File: src/rtl/alu_op_sequencer_if.sv
// Request/response handshake bundle between a requester and alu_op_sequencer.
`timescale 1ns/1ps
interface alu_op_sequencer_if #(
   parameter int WIDTH = 8
);
   logic             in_valid;
   logic             in_ready;
   logic [2:0]       opcode;
   logic [WIDTH-1:0] a_in;
   logic [WIDTH-1:0] b_in;
   logic             out_valid;
   logic             out_ready;
   logic [WIDTH-1:0] result;
   logic             zero;
   logic             err;

   modport master (
      output in_valid, opcode, a_in, b_in, out_ready,
      input  in_ready, out_valid, result, zero, err
   );

   modport slave (
      input  in_valid, opcode, a_in, b_in, out_ready,
      output in_ready, out_valid, result, zero, err
   );
endinterface

File: src/rtl/alu_op_sequencer.sv
// Issues one operation to a bank of combinational function units, waits a
// programmable settle window, captures the OR-combined result and hands it out.
`timescale 1ns/1ps
module alu_op_sequencer #(
   parameter int WIDTH         = 8,
   parameter int NUM_OPS       = 8,
   parameter int SETTLE_CYCLES = 1
) (
   input  logic                 clk,
   input  logic                 rst,
   alu_op_sequencer_if.slave    bus,
   output logic [WIDTH-1:0]     operand1,
   output logic [WIDTH-1:0]     operand2,
   output logic [NUM_OPS-1:0]   select,
   input  logic [WIDTH-1:0]     fu_result
);
   typedef enum logic [1:0] {
      IDLE  = 2'd0,
      ISSUE = 2'd1,
      DONE  = 2'd2
   } state_t;

   localparam logic [3:0] SETTLE_LOAD = 4'(SETTLE_CYCLES - 1);
   localparam logic [3:0] NUM_OPS_W   = 4'(NUM_OPS);

   state_t             state_reg, state_next;
   logic [2:0]         op_reg;
   logic [3:0]         cnt_reg;
   logic [WIDTH-1:0]   operand1_reg, operand2_reg;
   logic [WIDTH-1:0]   result_reg;
   logic               zero_reg, err_reg;
   logic               illegal;
   logic               in_ready_int, out_valid_int;
   logic [NUM_OPS-1:0] sel_decode, select_int;

   // Opcodes without a wired unit decode to no select bit at all.
   assign illegal = ({1'b0, op_reg} >= NUM_OPS_W);

   for (genvar gi = 0; gi < NUM_OPS; gi++) begin : g_dec
      assign sel_decode[gi] = (op_reg == 3'(gi));
   end

   always_ff @(posedge clk or posedge rst) begin
      if (rst) state_reg <= IDLE;
      else     state_reg <= state_next;
   end

   always_comb begin
      state_next    = state_reg;
      in_ready_int  = 1'b0;
      out_valid_int = 1'b0;
      select_int    = '0;
      case (state_reg)
         IDLE: begin
            in_ready_int = 1'b1;
            if (bus.in_valid) state_next = ISSUE;
         end
         ISSUE: begin
            select_int = sel_decode;
            if (cnt_reg == 4'd0) state_next = DONE;
         end
         DONE: begin
            out_valid_int = 1'b1;
            if (bus.out_ready) state_next = IDLE;
         end
         default: state_next = IDLE;
      endcase
   end

   always_ff @(posedge clk or posedge rst) begin
      if (rst) begin
         op_reg       <= '0;
         cnt_reg      <= '0;
         operand1_reg <= '0;
         operand2_reg <= '0;
         result_reg   <= '0;
         zero_reg     <= 1'b0;
         err_reg      <= 1'b0;
      end else if (state_reg == IDLE && bus.in_valid) begin
         op_reg       <= bus.opcode;
         operand1_reg <= bus.a_in;
         operand2_reg <= bus.b_in;
         cnt_reg      <= SETTLE_LOAD;
      end else if (state_reg == ISSUE) begin
         // fu_result only matters on the final edge of the settle window.
         if (cnt_reg == 4'd0) begin
            result_reg <= illegal ? '0 : fu_result;
            zero_reg   <= illegal || (fu_result == '0);
            err_reg    <= illegal;
         end else begin
            cnt_reg <= cnt_reg - 4'd1;
         end
      end
   end

   assign operand1      = operand1_reg;
   assign operand2      = operand2_reg;
   assign select        = select_int;
   assign bus.in_ready  = in_ready_int;
   assign bus.out_valid = out_valid_int;
   assign bus.result    = result_reg;
   assign bus.zero      = zero_reg;
   assign bus.err       = err_reg;
endmodule

File: src/flat_wrapper.sv
// flat-port wrapper written by rule: the top's interface ports become plain ports
module alu_op_sequencer_flat 
#(
   parameter int WIDTH         = 8,
   parameter int NUM_OPS       = 8,
   parameter int SETTLE_CYCLES = 1
)
  (clk, rst, operand1, operand2, select, fu_result, bus_in_valid, bus_opcode, bus_a_in, bus_b_in, bus_out_ready, bus_in_ready, bus_out_valid, bus_result, bus_zero, bus_err);
  alu_op_sequencer_if #(.WIDTH(WIDTH)) bus_i ();
  input  logic clk;
  input  logic rst;
  output logic [WIDTH-1:0] operand1;
  output logic [WIDTH-1:0] operand2;
  output logic [NUM_OPS-1:0] select;
  input  logic [WIDTH-1:0] fu_result;
  input wire logic [$bits(bus_i.in_valid)-1:0] bus_in_valid;
  input wire logic [$bits(bus_i.opcode)-1:0] bus_opcode;
  input wire logic [$bits(bus_i.a_in)-1:0] bus_a_in;
  input wire logic [$bits(bus_i.b_in)-1:0] bus_b_in;
  input wire logic [$bits(bus_i.out_ready)-1:0] bus_out_ready;
  output wire logic [$bits(bus_i.in_ready)-1:0] bus_in_ready;
  output wire logic [$bits(bus_i.out_valid)-1:0] bus_out_valid;
  output wire logic [$bits(bus_i.result)-1:0] bus_result;
  output wire logic [$bits(bus_i.zero)-1:0] bus_zero;
  output wire logic [$bits(bus_i.err)-1:0] bus_err;
  assign bus_i.in_valid = bus_in_valid;
  assign bus_i.opcode = bus_opcode;
  assign bus_i.a_in = bus_a_in;
  assign bus_i.b_in = bus_b_in;
  assign bus_i.out_ready = bus_out_ready;
  assign bus_in_ready = bus_i.in_ready;
  assign bus_out_valid = bus_i.out_valid;
  assign bus_result = bus_i.result;
  assign bus_zero = bus_i.zero;
  assign bus_err = bus_i.err;
  alu_op_sequencer #(.WIDTH(WIDTH), .NUM_OPS(NUM_OPS), .SETTLE_CYCLES(SETTLE_CYCLES)) u_core (.clk(clk), .rst(rst), .bus(bus_i), .operand1(operand1), .operand2(operand2), .select(select), .fu_result(fu_result));
endmodule
File: config.mk
export PLATFORM = sky130hd
export DESIGN_NAME = alu_op_sequencer_flat
export DESIGN_NICKNAME = d
export VERILOG_FILES = /design/src/rtl/alu_op_sequencer_if.sv /design/src/rtl/alu_op_sequencer.sv /design/src/flat_wrapper.sv
export SDC_FILE = /design/constraint.sdc
export NUM_CORES = 1
export LEC_CHECK = 0
export ABC_CLOCK_PERIOD_IN_PS = 4300
export BUFFER_PORTS_ARGS = -buffer_cell sky130_fd_sc_hd__buf_2
export CORE_ASPECT_RATIO = 2
export CORE_MARGIN = 10
export CORE_UTILIZATION = 45
export DETAILED_ROUTE_END_ITERATION = 10
export PLACE_DENSITY = 0.81
export SYNTH_ARGS = -nofsm -noshare
export SYNTH_HDL_FRONTEND = slang
export SYNTH_SLANG_ARGS = --single-unit
File: constraint.sdc
create_clock -name clk -period 4.3 [get_ports clk]
set_input_delay 0.215 -clock clk [delete_from_list [all_inputs] [get_ports clk]]
set_output_delay 0.215 -clock clk [all_outputs]
set_load 0.02 [all_outputs]
==> impl_metrics.prom <==
# TYPE chip_impl_metric gauge
chip_impl_info{name="mostFrequentLayoutCells",value="65 x sky130_fd_sc_hd__nand2_1, 65 x sky130_fd_sc_hd__buf_2, 34 x sky130_fd_sc_hd__dfrtp_1"} 1
chip_impl_metric{name="synth_cell_type_count",unit=""} 23
chip_impl_metric{name="area_of_the_core",unit="mm²"} 0.003378
chip_impl_metric{name="max_clock_freq",unit="MHz"} 537.4
chip_impl_metric{name="n_antenna_cell",unit=""} 0
chip_impl_info{name="r2r_start",value="u_core.state_reg[1]$_DFFE_PP0P_"} 1
chip_impl_metric{name="power.sequential.fraction",unit=""} 0.357
chip_impl_metric{name="initialDrtViolationCount",unit=""} 20
chip_impl_metric{name="slew_headroom",unit=""} 0.2177
chip_impl_metric{name="die-height",unit="µm"} 103.3
chip_impl_info{name="clock_tree.root_cell",value="sky130_fd_sc_hd__clkbuf_8"} 1
chip_impl_metric{name="p_int",unit="mW"} 0.9507
chip_impl_metric{name="final_layout_size_suffix_gt1_frac",unit=""} 0.3677
chip_impl_metric{name="finClkSkew",unit="ps"} 8.383
chip_impl_metric{name="post_cts.resized_instances",unit=""} 0
chip_impl_metric{name="synth_fp_nets",unit=""} 191
chip_impl_metric{name="vdd_drop_max",unit="V"} 0.0004527
chip_impl_metric{name="die_area",unit="mm²"} 0.006365
chip_impl_metric{name="wl_per_cell",unit="µm"} 14.94
chip_impl_metric{name="timing_worst_slew_pin_value",unit="ps"} 1168
chip_impl_metric{name="routed-via-count",unit=""} 1228
chip_impl_metric{name="number_of_global_route_vias_before_repair",unit=""} 1233
chip_impl_metric{name="fin_cells",unit=""} 255
chip_impl_metric{name="grt_overflow_total",unit=""} 0
chip_impl_metric{name="gpl.final_weighted_congestion",unit=""} 0.7404
chip_impl_metric{name="critPathMaxFanout",unit=""} 20
chip_impl_metric{name="setup_tns",unit="ps"} 0
chip_impl_info{name="cell_type_of_the_slowest_stage_on_the_worst_timing_path",value="sky130_fd_sc_hd__nor3b_2"} 1
chip_impl_metric{name="power.share.combinational",unit=""} 0.469
chip_impl_metric{name="syn-mean-instance-area",unit="µm²"} 9.875
chip_impl_metric{name="synth.cell_area",unit="mm²"} 0.001560
chip_impl_metric{name="clock_power_share",unit=""} 0.174
chip_impl_metric{name="tritoncts_num_sinks",unit=""} 34
chip_impl_metric{name="synth-edff-count",unit=""} 0
chip_impl_metric{name="numCtsBuffers",unit=""} 5
chip_impl_metric{name="synth.ff_latch_count",unit=""} 34
chip_impl_metric{name="initial_core_util",unit=""} 0.4619
chip_impl_info{name="hold_wc_path_type",value="input pin to async pin"} 1
chip_impl_metric{name="fin_crit",unit="ps"} 1861
chip_impl_metric{name="static-leakage-power",unit="nW"} 1.135
chip_impl_metric{name="timing_hold_violations_final",unit=""} 0
chip_impl_metric{name="period_utilisation_layout",unit=""} 0.4328
chip_impl_metric{name="pwr_total",unit="mW"} 1.625
chip_impl_metric{name="worst_path_required",unit="ps"} 4470
chip_impl_metric{name="setup-violations-final",unit=""} 0
chip_impl_metric{name="cap_viol_max_count",unit=""} 0
chip_impl_info{name="grt_setup_unrepaired",value="false"} 1
chip_impl_info{name="cts_tree",value="done"} 1
chip_impl_metric{name="timing.reg2reg.setup_slack",unit="ps"} 2440
chip_impl_metric{name="io-pin-count",unit=""} 67
chip_impl_metric{name="netSwitchingPower",unit="mW"} 0.6741
chip_impl_info{name="crit-reg2reg-capture",value="u_core.cnt_reg[3]$_DFFE_PP0P_"} 1
chip_impl_info{name="critical_path.endpoint_type",value="register"} 1
chip_impl_metric{name="dp.cells",unit=""} 247
chip_impl_info{name="result_of_the_run",value="finished clean"} 1
chip_impl_metric{name="antenna_found_initial",unit=""} 0
chip_impl_metric{name="fp-row-count",unit=""} 30
chip_impl_metric{name="synthArstFlopShare",unit=""} 1.000
chip_impl_metric{name="switching_share",unit=""} 0.4149
chip_impl_info{name="synth_flop_cell",value="sky130_fd_sc_hd__dfrtp_1"} 1
chip_impl_metric{name="pin_count_of_the_biggest_net_entering_global_routing",unit=""} 35
chip_impl_metric{name="critPathMaxStageDelay",unit="ps"} 970
chip_impl_metric{name="worst-endpoint-arrival",unit="ps"} 2030
chip_impl_metric{name="buffer_ports.inserted",unit=""} 65
chip_impl_info{name="worstSetupStartpointType",value="register"} 1
chip_impl_metric{name="drt-total-wl",unit="mm"} 3.810
chip_impl_metric{name="post-route-drc-count",unit=""} 0
chip_impl_metric{name="design.final.nets",unit=""} 255
chip_impl_info{name="startpoint",value="u_core.state_reg[1]$_DFFE_PP0P_"} 1
chip_impl_metric{name="vias_per_cell",unit=""} 4.816
chip_impl_metric{name="yosys_warnings",unit=""} 0
chip_impl_metric{name="clk_latency",unit="ps"} 280
chip_impl_metric{name="postCtsHoldBufs",unit=""} 0
chip_impl_metric{name="first_pass_iters",unit=""} 4
chip_impl_metric{name="ff2ff_path_depth",unit=""} 3
chip_impl_metric{name="postLayoutCoreUtil",unit=""} 0.5815
chip_impl_metric{name="number_of_routed_nets_with_antenna_violations",unit=""} 0
chip_impl_info{name="critical_path.cell_chain",value="nor3b_2 -> or3_1 -> mux2i_1"} 1
chip_impl_metric{name="ys_seq_area_frac",unit=""} 0.5453
chip_impl_metric{name="area_added_between_synthesis_and_finish",unit="%"} 25.90
chip_impl_metric{name="grt_util_all_layers",unit=""} 0.1260
chip_impl_metric{name="x_dimension_of_the_die",unit="µm"} 61.64
chip_impl_metric{name="slew_viol_final",unit=""} 0
chip_impl_metric{name="first_pass_grt_wire_length",unit="mm"} 5.775
chip_impl_metric{name="cts.htree.levels",unit=""} 2
chip_impl_metric{name="synth_cells",unit=""} 158
chip_impl_metric{name="cts_max_path_buffers",unit=""} 2
chip_impl_metric{name="post_cts_repair_setup_buffers",unit=""} 0
chip_impl_info{name="timing.setup.critical_path_class",value="register to register"} 1
chip_impl_metric{name="fillers",unit=""} 320
chip_impl_metric{name="dp_hpwl",unit="mm"} 2.944
chip_impl_metric{name="cellPowerDensity",unit="mW/mm²"} 827.1
chip_impl_metric{name="clkTransAtPathRegs",unit="ps"} 70
power by group through the flow:
stage,sequential [mW],combinational [mW],clock (mW)
6_report,0.580,0.762,0.282
5_1_grt,0.610,0.837,0.302
4_1_cts,0.580,0.778,0.291
3_5_place_dp,0.583,0.776,0
3_3_place_gp,0.578,0.757,0
2_1_floorplan,0.699,0.456,0
how the worst max path moves through the flow:
stage                                    end  slack, ps  cells after the start
6_report       u_core.cnt_reg[3]$_DFFE_PP0P_       2440                      3
5_1_grt        u_core.cnt_reg[3]$_DFFE_PP0P_       2330                      3
4_1_cts        u_core.cnt_reg[3]$_DFFE_PP0P_       2460                      3
3_5_place_dp   u_core.cnt_reg[3]$_DFFE_PP0P_       2470                      3
3_3_place_gp   u_core.cnt_reg[3]$_DFFE_PP0P_       2480                      3
2_1_floorplan                      select[0]       2860                      2
metal layers:
metal,part of all wire,vias up,GRT usage
met1,0.37,563,0.1275
li1,-,625,-
met3,0.033,7,0.02567
met5,0,-,0
met4,0.026,0,0.08304
met2,0.57,33,0.2200
synth_stat cells (all sizes together), types with 2 or more instances:
| cell type | count | area, µm² |
|---|---|---|
| ha | 2 | 25.02 |
| nand2b | 4 | 25.02 |
| o21ai | 3 | 15.01 |
| dfrtp | 34 | 850.8 |
| mux2i | 4 | 40.04 |
| nor3b | 2 | 25.02 |
| buf | 9 | 75.06 |
| or3b | 2 | 17.52 |
| nor2 | 9 | 33.78 |
| mux2 | 8 | 120.1 |
| inv | 5 | 18.77 |
| nand2 | 65 | 244.0 |
| nor4 | 4 | 25.02 |
kinds of logic (layout without fill, tap and decap cells):
kind of cell / count (synthesis) / count (layout) / synth area share
and+or+nand+nor: 91 / 91 / 0.2590
DFF: 34 / 34 / 0.5453
buffers and inverters: 14 / 79 / 0.06014
muxes: 12 / 12 / 0.1027
AOI/OAI and AO/OA: 4 / 4 / 0.01443
adders and majority gates: 2 / 2 / 0.01604
other: 1 / 1 / 0.002403
cell type report:
cell class | instances | area, µm² | share of cell area
sequential | 34 | 850.8 | 0.4331
multi-input combinational | 110 | 615.6 | 0.3134
timing repair buffer | 66 | 332.8 | 0.1694
clock buffer | 7 | 76.32 | 0.03885
tap | 32 | 40.04 | 0.02038
clock inverter | 1 | 30.03 | 0.01529
inverter | 5 | 18.77 | 0.009554
critical path: cells and delay by family, from the launching register on:
family | cells | cell delay, ps
mux | 1 | 60
simple gates | 2 | 1180
flops | 1 | 510
through the flow:
step                      hold WS (ps)  instance area [µm²]  setup slack (ps)
final                            11.78                 1964              2439
after global routing             46.19                 1964              2330
after CTS                        24.57                 1964              2462
after detailed placement         336.5                 1858              2466
after global placement           324.3                 1858              2478
after floorplan                  320.4                 1560              2856
(Power assumes the default switching activity.)
